**src/rtl/id_hazard_unit.sv**
```systemverilog
// Decode-stage hazard controller: load-use stall, branch flush and MD-busy hold.
// Optional stall performance counter is built when HAZARD_STALL_CNT_EN is defined.
module id_hazard_unit #(
  parameter int unsigned MD_LATENCY = 32
) (
  input  logic        clk,
  input  logic        reset,
  input  logic        id_ex_mem_read,
  input  logic [4:0]  id_ex_write_reg_addr,
  input  logic [4:0]  if_id_instr_rs,
  input  logic [4:0]  if_id_instr_rt,
  input  logic        if_id_uses_rt,
  input  logic        if_id_md_op,
  input  logic        id_ex_md_start,
  input  logic        ex_branch_taken,
  output logic        pc_write,
  output logic        if_id_write,
  output logic        if_id_flush,
  output logic        id_ex_bubble,
  output logic        md_busy,
  output logic [31:0] stall_cycles
);

  typedef enum logic {RUN, MD_WAIT} state_t;

  localparam logic [7:0] MD_RELOAD = 8'(MD_LATENCY - 1);

  state_t     r_state;
  logic [7:0] r_md_cnt;
  logic       w_load_haz;
  logic       w_md_haz;

  // A start always reloads; a start during MD_WAIT restarts the countdown.
  always_ff @(posedge clk) begin
    if (reset) begin
      r_md_cnt <= 8'd0;
      r_state  <= RUN;
    end else if (id_ex_md_start) begin
      r_md_cnt <= MD_RELOAD;
      r_state  <= (MD_RELOAD != 8'd0) ? MD_WAIT : RUN;
    end else begin
      case (r_state)
        MD_WAIT: begin
          r_md_cnt <= r_md_cnt - 8'd1;
          r_state  <= (r_md_cnt == 8'd1) ? RUN : MD_WAIT;
        end
        default: begin
          r_md_cnt <= 8'd0;
          r_state  <= RUN;
        end
      endcase
    end
  end

  assign md_busy = (r_state == MD_WAIT);

  assign w_load_haz = id_ex_mem_read && (id_ex_write_reg_addr != 5'd0) &&
                      ((id_ex_write_reg_addr == if_id_instr_rs) ||
                       (if_id_uses_rt && (id_ex_write_reg_addr == if_id_instr_rt)));

  assign w_md_haz = md_busy & if_id_md_op;

  // Branch flush beats any stall: the stalled instruction is on the wrong path.
  always_comb begin
    pc_write     = 1'b1;
    if_id_write  = 1'b1;
    if_id_flush  = 1'b0;
    id_ex_bubble = 1'b0;
    if (reset) begin
      pc_write     = 1'b0;
      if_id_write  = 1'b0;
      if_id_flush  = 1'b1;
      id_ex_bubble = 1'b1;
    end else if (ex_branch_taken) begin
      if_id_flush  = 1'b1;
      id_ex_bubble = 1'b1;
    end else if (w_load_haz || w_md_haz) begin
      pc_write     = 1'b0;
      if_id_write  = 1'b0;
      id_ex_bubble = 1'b1;
    end
  end

`ifdef HAZARD_STALL_CNT_EN
  logic [31:0] r_stall_cycles;

  function automatic logic [31:0] sat_inc(input logic [31:0] v);
    return (v == 32'hFFFF_FFFF) ? v : v + 32'd1;
  endfunction

  always_ff @(posedge clk) begin
    if (reset) begin
      r_stall_cycles <= 32'd0;
    end else if (!pc_write) begin
      r_stall_cycles <= sat_inc(r_stall_cycles);
    end
  end

  assign stall_cycles = r_stall_cycles;
`else
  assign stall_cycles = 32'h0;
`endif

endmodule
```
**config.mk**
```make
export PLATFORM = sky130hd
export DESIGN_NAME = id_hazard_unit
export DESIGN_NICKNAME = d
export VERILOG_FILES = /design/src/rtl/id_hazard_unit.sv
export SDC_FILE = /design/constraint.sdc
export NUM_CORES = 1
export LEC_CHECK = 0
export ABC_AREA = 1
export BUFFER_PORTS_ARGS = -buffer_cell sky130_fd_sc_hd__buf_4
export CORE_MARGIN = 5
export CORE_UTILIZATION = 40
export CTS_CLUSTER_SIZE = 8
export DETAILED_ROUTE_END_ITERATION = 12
export PLACE_DENSITY = 0.77
export SYNTH_ARGS = -nofsm -noshare
export SYNTH_HDL_FRONTEND = slang
export SYNTH_SLANG_ARGS = --single-unit
```
**constraint.sdc**
```tcl
create_clock -name clk -period 1.15 [get_ports clk]
set_input_delay 0.115 -clock clk [delete_from_list [all_inputs] [get_ports clk]]
set_output_delay 0.115 -clock clk [all_outputs]
set_load 0.01 [all_outputs]
```
==> out/results.txt, run 1 <==
The flow ran to the end, and the final reports show no timing, DRC or antenna violations. The run gives 22 as the number of different library cells in the post-synthesis netlist. The fill cell instance count of the final layout came out at 229.

After detailed placement, the design holds a cell count of 201. The run gives 0 as the initial antenna violation count. The number of max-slew violations in the final report is 0, and the number of hold violations in the final report is 0. The type of the worst setup path was flip-flop to primary output. The cell area that synthesis handed to floorplanning was 899.6 sq um.

Hold repair after CTS inserted 0 buffers. The worst hold path passes through 3 cells. For this design, the sink count on the clock tree is 9.

The average wire per cell in the routed design was 9.256 um. Walking the worst path, the cells encountered are nand2_2 > nand2_1 > a21oi_2 > buf_4. The sequential cell area fraction in the yosys report was 0.2003. Compared with the post-synthesis result, the final layout area differs by 26.29%. Counting along the longest clock path gives a buffer depth of 2. The worst hold path belongs to the class primary input to flip-flop.

Dividing total power by cell area gives a power density of 850.5 nW/um^2. Counting I/O delays and the setup requirement, the final critical path takes 1.124 ns. The tools report the standard-cell row count as 17.

Buffers inserted during clock tree synthesis total 3. The aggregate global-route resource usage is 0.1045. Averaged over all synthesized cells, the footprint is 6.247 sq um. STA classifies the critical path startpoint as a flip-flop. The library cell used most frequently in the layout, excluding fill and tap cells, is nand2_1. At the end of the flow, the number of nets in the layout was 204. Peak ir drop on the vdd network: 355.5 uV. The largest single stage delay on the critical path is 0.33 ns. The number of buffers inserted by port buffering is 26, and the worst-path maximum fanout is 3. Post-synthesis sequential element count: 9. Across the routed clock network, the largest skew measured is 0.003701 ns. The count of pins on the block boundary came out at 59. The first routing iteration left 11 violations.

After clock tree synthesis, the clock-pin slew on the worst setup and hold paths is 0.06 ns. Synthesis produced 144 cells. Max-cap violations in this run came to 0. Measured in cells, the most critical reg-to-reg path has a length of 7. Cell with the largest stage delay on the worst path: dfxtp_2. The leakage component of the power came out at 0.6450 nW. The maximum number of pins on one net before global-route repair was 7. The fraction of layout cells with a size suffix above 1 is 0.3520, and the routed wire length is 1916 um.

The wire-length estimate of the detail-placed layout is 1561 um. The number of standard cells in the layout, taps in and fillers out was 207. STA puts the critical path data required time at 1.03 ns. Static timing analysis puts the maximum clock frequency at 0.8901 GHz.

The global-route congestion overflow total was 0; the die boundary width was 57.43 um. For the worst-skew pair, the clock arrives at the later sink with an insertion delay of 0.26 ns. The initial core utilization came out at 0.4146. The detailed-router iteration count before antenna repair was 4.

The fraction of the cycle the final worst path needs is 0.9770, and the number of global-route vias before repair is 700. The vertical die dimension was 57.43 um. Clock tree synthesis selected as its root buffer the cell clkbuf_4. The congestion estimate from routability-driven global placement came to 0.8231. For the worst setup path, the data arrival time is 1.01 ns. Wire length of the first global-routing pass: 2711 um. Leaving out fill and tap cells, the most frequent cells in the layout are nand2_1 (35), conb_1 (32), buf_4 (27).

Summing over every cut layer, the via total after detailed routing is 844. The run gives 0.0009663 W as the overall power of the completed layout. The antenna diode count was 0.

The synthesis warning total is 0. After detailed routing, the number of vias per cell comes to 4.077. For the die area, the log shows 3298 sq um.

The number of H-tree levels was 1. The run gives 0 as the total setup violations reported at the end of the flow. Setup repair after global routing could not meet its margin everywhere.

The worst setup path is captured at a primary output. TritonCTS built the clock tree. The antenna violation net count after detailed routing is 0. The remaining design rule violation count is 0, and the total core area is 2170 sq um.
[where the power goes]
group          total [W]  internal, W  switching (W)
sequential      0.000360     0.000338      0.0000217
combinational   0.000364     0.000165       0.000199
clock           0.000243     0.000134       0.000109
[worst paths after layout]
check                                    to           start  slack, ns
worst min register to register  r_md_cnt[0]     r_md_cnt[0]       0.45
worst max register to register  r_md_cnt[7]     r_md_cnt[2]       0.05
worst max-delay path            if_id_write         md_busy       0.03
worst min-delay path            r_md_cnt[5]  id_ex_md_start       0.14
[cells in the mapped netlist]
cell type | count | area [sq um]
nor3_4 | 1 | 16.27
nand3_2 | 1 | 10.01
conb_1 | 1 | 3.750
nand3_1 | 3 | 15.01
nor3_1 | 1 | 5.000
inv_2 | 2 | 7.510
or2_0 | 1 | 6.260
nand4_1 | 2 | 12.51
nor2_1 | 11 | 41.29
a31oi_1 | 1 | 6.260
nand2_1 | 40 | 150.1
dfxtp_1 | 9 | 180.2
inv_1 | 19 | 71.32
ha_1 | 2 | 25.02
o31ai_1 | 2 | 15.01
or2_2 | 1 | 6.260
nor2_2 | 1 | 6.260
o21ai_0 | 6 | 30.03
a21oi_1 | 4 | 20.02
xnor2_1 | 2 | 17.52
buf_4 | 33 | 247.7
nand2_2 | 1 | 6.260
[per-layer routing]
layer / vias to the layer above / track usage / wire length [um]
li1: 448 / - / -
met1: 350 / 0.1260 / 732
met2: 44 / 0.1661 / 948
met3: 2 / 0.02036 / 215
met4: 0 / 0.06954 / 20
met5: - / 0 / 0
[worst max-delay path: cells and delay by family, from the launching register on]
kind	cells	cell delay [ns]
AND/OR/NAND/NOR	2	0.12
flip-flops	1	0.33
buffers and inverters	1	0.14
AO/OA/AOI/OAI	1	0.16
[layout make-up]
type | count | area [sq um] | area share
clock buffer | 4 | 26.28 | 0.02313
multi-input combinational | 112 | 533.0 | 0.4692
timing repair buffer | 33 | 270.3 | 0.2379
inverter | 21 | 86.33 | 0.07599
tap | 28 | 35.03 | 0.03084
sequential | 9 | 185.2 | 0.1630
[through the flow]
step	hold slack (ns)	cell area [sq um]	util	TNS (ns)	setup WS [ns]
final	0.1381	1136	0.5236	0	0.02647
after floorplan	0.2816	1016	-	0	0.05676
after global routing	0.1452	1136	0.5236	-0.1672	-0.04632
after CTS	0.1351	1066	0.4913	0	0.002894
after global placement	0.4145	1036	0.4775	-0.01967	-0.01053
after detailed placement	0.4155	1036	0.4775	-0.05336	-0.02681
[logic make-up after synthesis]
logic type / Yosys count / share of synthesized area
AND/OR/NAND/NOR: 63 / 0.3060
buffers and inverters: 54 / 0.3630
AO/OA/AOI/OAI: 13 / 0.07928
flip-flops: 9 / 0.2003
XOR/XNOR: 2 / 0.01948
adder cells (fa/ha/maj): 2 / 0.02781
other: 1 / 0.004168
[timing repair]
action                     in CTS  in global routing
setup buffers                   0                  2
gates cloned                    0                  0
setup endpoints to repair       2                  6
pin swaps                       0                 15
resized for setup               1                 28
[state kept, by name, summed over array words and instances, names as in the netlist]
name and flops:
md_busy 1, r_md_cnt 8
Power figures use the tool's default switching activity.
==> run 2: changes to the inputs <==
- CORE_ASPECT_RATIO: default -> 0.9
- MAX_ROUTING_LAYER: default -> met4
- REMOVE_ABC_BUFFERS: default -> 1
==> out/results.txt, run 2 (synthesis gave the netlist of run 1 again) <==
Setup repair after global routing could not meet its margin everywhere. Adding up every negative setup slack in the final design gives 0 ns. The fraction of layout cells with a size suffix above 1 is 0.3068.

The run gives 3299 sq um as the die area. The arrival time reported for the critical path endpoint came out at 1.29 ns. The average via count per standard cell works out to 4.079. The initial core utilization is 0.4161. The number of buffers inserted by port buffering came out at 26. Derived from the worst setup path, the maximum achievable clock frequency is 0.8823 GHz. The total overflow left after global routing is 0.

Peak ir drop on the vdd network: 412.8 uV. The clock sink count is 9, and the maximum number of pins on one net before global-route repair is 7. The clock period minus worst slack works out to 1.133 ns. The region available for standard cell placement spans 2162 sq um. The area growth from synthesis to layout came out at 19.89%. The tools report the number of max-slew violations in the final report as 0. Fraction of the cycle the final worst path needs: 0.9856.

The run finished with clean final reports. The number of standard cells in the layout, taps in and fillers out was 203. The type of the worst min-delay path was primary input to flip-flop.

The routed layout has 828 vias. The clock passes through at most 2 buffers. Leaving out fill and tap cells, the most frequent cell in the layout is nand2_1.

The remaining design rule violation count is 0. The kind of start point of the critical path was a flip-flop. The logs give 0.260 for the relative contribution of the clock network to total power and 16 for the standard-cell row count. STA classifies the critical path endpoint as a flip-flop. The clock reaches the later pin of the worst-skew pair after 0.26 ns. The fill cell instance count of the final layout came out at 226. Summed over all nets, the switching power comes to 0.0003251 W. The tools report the routed wire length as 1837 um. The initial detailed-routing violation count is 12, and the number of flip-flops in the largest register is 8.

From bottom edge to top edge, the die measures 54.99 um. After legalization and detailed placement, the total HPWL measured 1567 um. The run gives 0 as the hold buffer count at CTS. Internal power comes to 0.0006173 W. In this design, the stage delay of the slowest critical-path cell is 0.33 ns.

In this run the horizontal extent of the chip is 59.99 um. The tools report the initial antenna violation count as 0. The root buffer cell is clkbuf_4. For the combined area of the multi-input logic cells, the log shows 528.0 sq um. The worst-path maximum fanout is 4, and the power per standard cell area is 873.7 nW/um^2. At the end of the flow, the number of nets in the layout was 201.

The tools report the placer congestion estimate as 0.8743. The sequential cell fraction of total power is 0.383. Summed over all cells, the static leakage comes to 0.6196 nW. The library cells used most frequently in the layout, excluding fill and tap cells, are nand2_1 (38), conb_1 (32), buf_4 (30). 59 I/O pins were placed. The run gives 667 as the number of global-route vias before repair.

The number of hold violations in the final report is 0. For the final database, setup skew stands at 0.0002449 ns. The signal on the critical path passes through inv_2 > nand2_2 > nor3_4 > nand3_2 > nor2_2 > xnor2_1 > nor2_1.

The first global-routing pass estimated 2863 um of wire. The first TritonRoute pass finished after 4 iterations. The run gives 0.1586 ns as the tightest hold margin. By startpoint and endpoint, the worst setup path is classified as flip-flop to flip-flop. The total setup violations reported at the end of the flow was 0. For the antenna violation net count after detailed routing, the log shows 0. The run gives 0.357 as the combinational fraction of design power. The buffers plus inverters on the worst setup path is 1. The number of buffers created by CTS came out at 3. TritonCTS built the clock tree. The max capacitance violation total came out at 0.

The kind of cell adding the most delay to the critical path is simple AND/OR/NAND/NOR gates. The cell with the largest stage delay on the worst path was dfxtp_2. The aggregate global-route resource usage was 0.1182. Number of H-tree levels: 1. Ranked by flip-flop count, first place goes to r_md_cnt. The clock transition at the register clock pins on the worst setup and hold paths after CTS is 0.06 ns. The repair_antennas step left the layout with diodes totalling 0.

The switching share of power is 0.3449, and the post-placement cell count is 199. The sequential cells in the finished layout cover a total of 183.9 sq um. For the endpoint required time on the critical path, the log shows 1.30 ns.

After detailed routing, the average wire length per cell comes to 9.049 um.
[run 2: changes by cell type in the layout (fill, tap and decap cells not counted), sizes merged]
cell | previous run | this run
buf | 33 | 30
[run 2: layout make-up]
type,count,share of cell area
Clock buffer,4,0.02436
Multi-Input combinational cell,112,0.4896
Timing Repair Buffer,30,0.2088
Sequential cell,9,0.1705
Tap cell,27,0.03132
Inverter,21,0.07541
[run 2: power by group through the flow]
stage / clock [W] / combinational (W) / sequential [W]
3_3_place_gp: 0 / 0.000318 / 0.000364
6_report: 0.000245 / 0.000337 / 0.000361
2_1_floorplan: 0 / 0.000192 / 0.000361
3_5_place_dp: 0 / 0.000320 / 0.000364
5_1_grt: 0.000281 / 0.000383 / 0.000364
4_1_cts: 0.000260 / 0.000325 / 0.000358
[run 2: worst paths after layout]
path / slack, ns / from / to / cells after the start
worst min register to register: 0.51 / r_md_cnt[0] / r_md_cnt[0] / 1
worst max register to register: 0.02 / r_md_cnt[2] / r_md_cnt[7] / 7
worst min-delay path: 0.16 / id_ex_md_start / r_md_cnt[6] / 3
worst max-delay path: 0.02 / r_md_cnt[2] / r_md_cnt[7] / 7
[run 2: through the flow]
step | cell area, sq um | util | setup WS, ns | power, W
3_3_place_gp | 1027 | 0.4751 | -0.04306 | 0.0006818
5_1_grt | 1079 | 0.4988 | -0.05476 | 0.001028
4_1_cts | 1061 | 0.4907 | 0.001510 | 0.0009433
3_5_place_dp | 1027 | 0.4751 | -0.01544 | 0.0006835
6_report | 1079 | 0.4988 | 0.01658 | 0.0009424
2_1_floorplan | 768.2 | - | 0.09893 | 0.0005535
[run 2: layer usage]
layer,up-vias,wire length [um],track usage
li1,441,-,-
met2,40,888,0.1960
met3,0,186,0.02784
met1,347,762,0.1440
met4,0,0,0.03321
met5,-,0,-
[run 2: timing repair]
item | 4_1_cts | 5_1_grt
cloned | 0 | 0
setup buffers | 0 | 0
resized for setup | 4 | 13
hold endpoints to repair | 0 | 0
setup endpoints to repair | 2 | 8
pin swaps | 2 | 8
[run 2: tightest hold or removal path: stages]
cell     delay [ns]
buf_4          0.09
or2_2          0.13
a21oi_1        0.04
==> run 3: changes to the inputs <==
- MAX_ROUTING_LAYER: met4 -> default
==> out/results.txt, run 3 (synthesis gave the netlist of run 1 again) <==
Power comes to 0.0009458 W. For the total negative setup slack, the log shows 0 ns. Detailed placement finished with a half-perimeter wire length of 1567 um. The number of hold violations in the final report was 0; the arrival time reported for the critical path endpoint was 1.28 ns.

The average via count per standard cell is 4.099, and the switching share of power is 0.3470. The logs give 0 for the number of max-slew violations in the final report and 1027 sq um for the instance area at placement. The tools report the count of pins on the block boundary as 59. The register with the most flip-flops in the layout has 8 of them.

The logs give 0 for the initial antenna violation count and 413.6 uV for the peak ir drop on the vdd network. The initialized floorplan defines 16 standard-cell rows. For this design, the sink count on the clock tree is 9.

For this design the static power due to leakage is 0.6196 nW. In the final routed layout, each cell accounts on average for 9.049 um. For the worst setup path, the data required time is 1.31 ns.

Summing over every cut layer, the via total after detailed routing is 832. The switching power is 0.0003282 W. The tools report the number of global-route vias before repair as 666.

The clock transition at the register clock pins on the worst setup and hold paths after CTS was 0.06 ns. At the end of routability-driven placement, the weighted congestion stood at 0.8604. The die boundary width was 59.99 um; the routed wire length was 1837 um. The total overflow left after global routing is 0. The area growth from synthesis to layout is 19.89%, and the initial core utilization is 0.4161. Buffers placed on the I/O ports in this run total 26. The tools report the hold buffer count at CTS as 0. The min-delay analysis places its worst path in the category primary input to flip-flop.

The buffer depth of the longest clock path was 2. The pre-antenna-repair detailed-routing pass consisted of 4 iterations. The most common cell after layout, fill and taps aside is nand2_1. Combinational fraction of design power: 0.356. The core region is 2162 sq um.

The relative contribution of the clock network to total power is 0.263. Fraction of the cycle the final worst path needs: 0.9811. For the worst setup slack after layout, the log shows 0.02173 ns. The tools report the root buffer cell as clkbuf_4. For this block, the initial DRC count from the detailed router was 17.

The worst setup path is captured at a flip-flop. TritonCTS built the clock tree. The library cells used most frequently in the layout, excluding fill and tap cells, are nand2_1 (38), conb_1 (32), buf_4 (30). The worst setup path is launched from a flip-flop.

Internal power comes to 0.0006175 W. The die area is 3299 sq um, and the summed area of non-filler cells in the final layout is 1079 sq um. Before CTS, the worst setup slack after placement is -0.01544 ns. Counting the fill cells in the layout gives 226. The logs give 2863 um for the wire length of the first global-routing pass and 7 for the maximum number of pins on one net before global-route repair. In the final design database the tool counted 201 nets.

The clock period minus worst slack is 1.128 ns, and the final core area utilization is 0.4988. The vertical die dimension is 54.99 um, and the max capacitance violation total is 0. The flow ran to the end, and the final reports show no timing, DRC or antenna violations. The number of clock buffers added by TritonCTS is 3. Register with the most flip-flops: r_md_cnt.

Dividing total power by cell area gives a power density of 876.9 nW/um^2. The type of the worst setup path is flip-flop to flip-flop. The number of H-tree levels came out at 1. The number of antenna diodes in the final layout is 0. In this run the worst path has a maximum fanout of 4. The tools report the aggregate global-route resource usage as 0.1149. The tools report the total setup violations reported at the end of the flow as 0. The insertion delay of the later-clocked pin in the worst-skew pair was 0.26 ns; the fraction of layout cells with a size suffix above 1 was 0.3068. Static timing analysis puts the maximum clock frequency at 0.8863 GHz.

Sequential cell fraction of total power: 0.381. The antenna violation net count after detailed routing was 0; the remaining design rule violation count was 0. Setup repair after global routing could not meet its margin everywhere. The maximum clock skew at final layout is 0.001586 ns.
==> run 3: layout make-up <==
type                    count  area, sq um  area share
clock buffers               4        26.28     0.02436
inverters                  21        81.33     0.07541
multi-input cells         112        528.0      0.4896
flip-flops and latches      9        183.9      0.1705
well taps                  27        33.78     0.03132
repair buffers             30        225.2      0.2088
==> run 3: power by group through the flow <==
| stage | clock (W) | combinational, W | sequential [W] |
|---|---|---|---|
| after CTS | 0.000260 | 0.000325 | 0.000358 |
| after floorplan | 0 | 0.000192 | 0.000361 |
| final | 0.000248 | 0.000337 | 0.000361 |
| after global routing | 0.000281 | 0.000383 | 0.000364 |
| after detailed placement | 0 | 0.000320 | 0.000364 |
| after global placement | 0 | 0.000318 | 0.000364 |
==> run 3: repair_timing <==
action	CTS	global route
endpoints found under the hold margin	0	0
gates resized for setup	4	13
endpoints found under the setup margin	2	8
buffers inserted	0	0
pin swaps	2	8
==> run 3: critical path, stage by stage, from the launching register on <==
cell and delay, ns:
dfxtp_2 0.33, inv_2 0.07, nand2_2 0.06, nor3_4 0.17
nand3_2 0.11, nor2_2 0.10, xnor2_1 0.12, nor2_1 0.06
==> run 3: final timing paths <==
path	start	endpoint	slack, ns	cells after the start
worst min register to register	r_md_cnt[0]	r_md_cnt[0]	0.51	1
worst max-delay path	r_md_cnt[2]	r_md_cnt[7]	0.02	7
worst min-delay path	id_ex_md_start	r_md_cnt[6]	0.15	3
worst max register to register	r_md_cnt[2]	r_md_cnt[7]	0.02	7
==> run 3: per-stage QoR <==
step	cells	hold slack [ns]
after floorplan	142	0.2961
after global placement	199	0.4155
after detailed placement	199	0.4124
after CTS	203	0.1411
after global routing	203	0.1417
final	203	0.1514
==> run 3: layer usage <==
layer / routed length, um / part of all wire / GRT usage / up-vias
li1: - / - / - / 441
met4: 0 / 0 / 0.03321 / 0
met3: 228 / 0.12 / 0.03248 / 0
met2: 891 / 0.49 / 0.1960 / 48
met1: 717 / 0.39 / 0.1413 / 343
met5: 0 / 0 / 0 / -
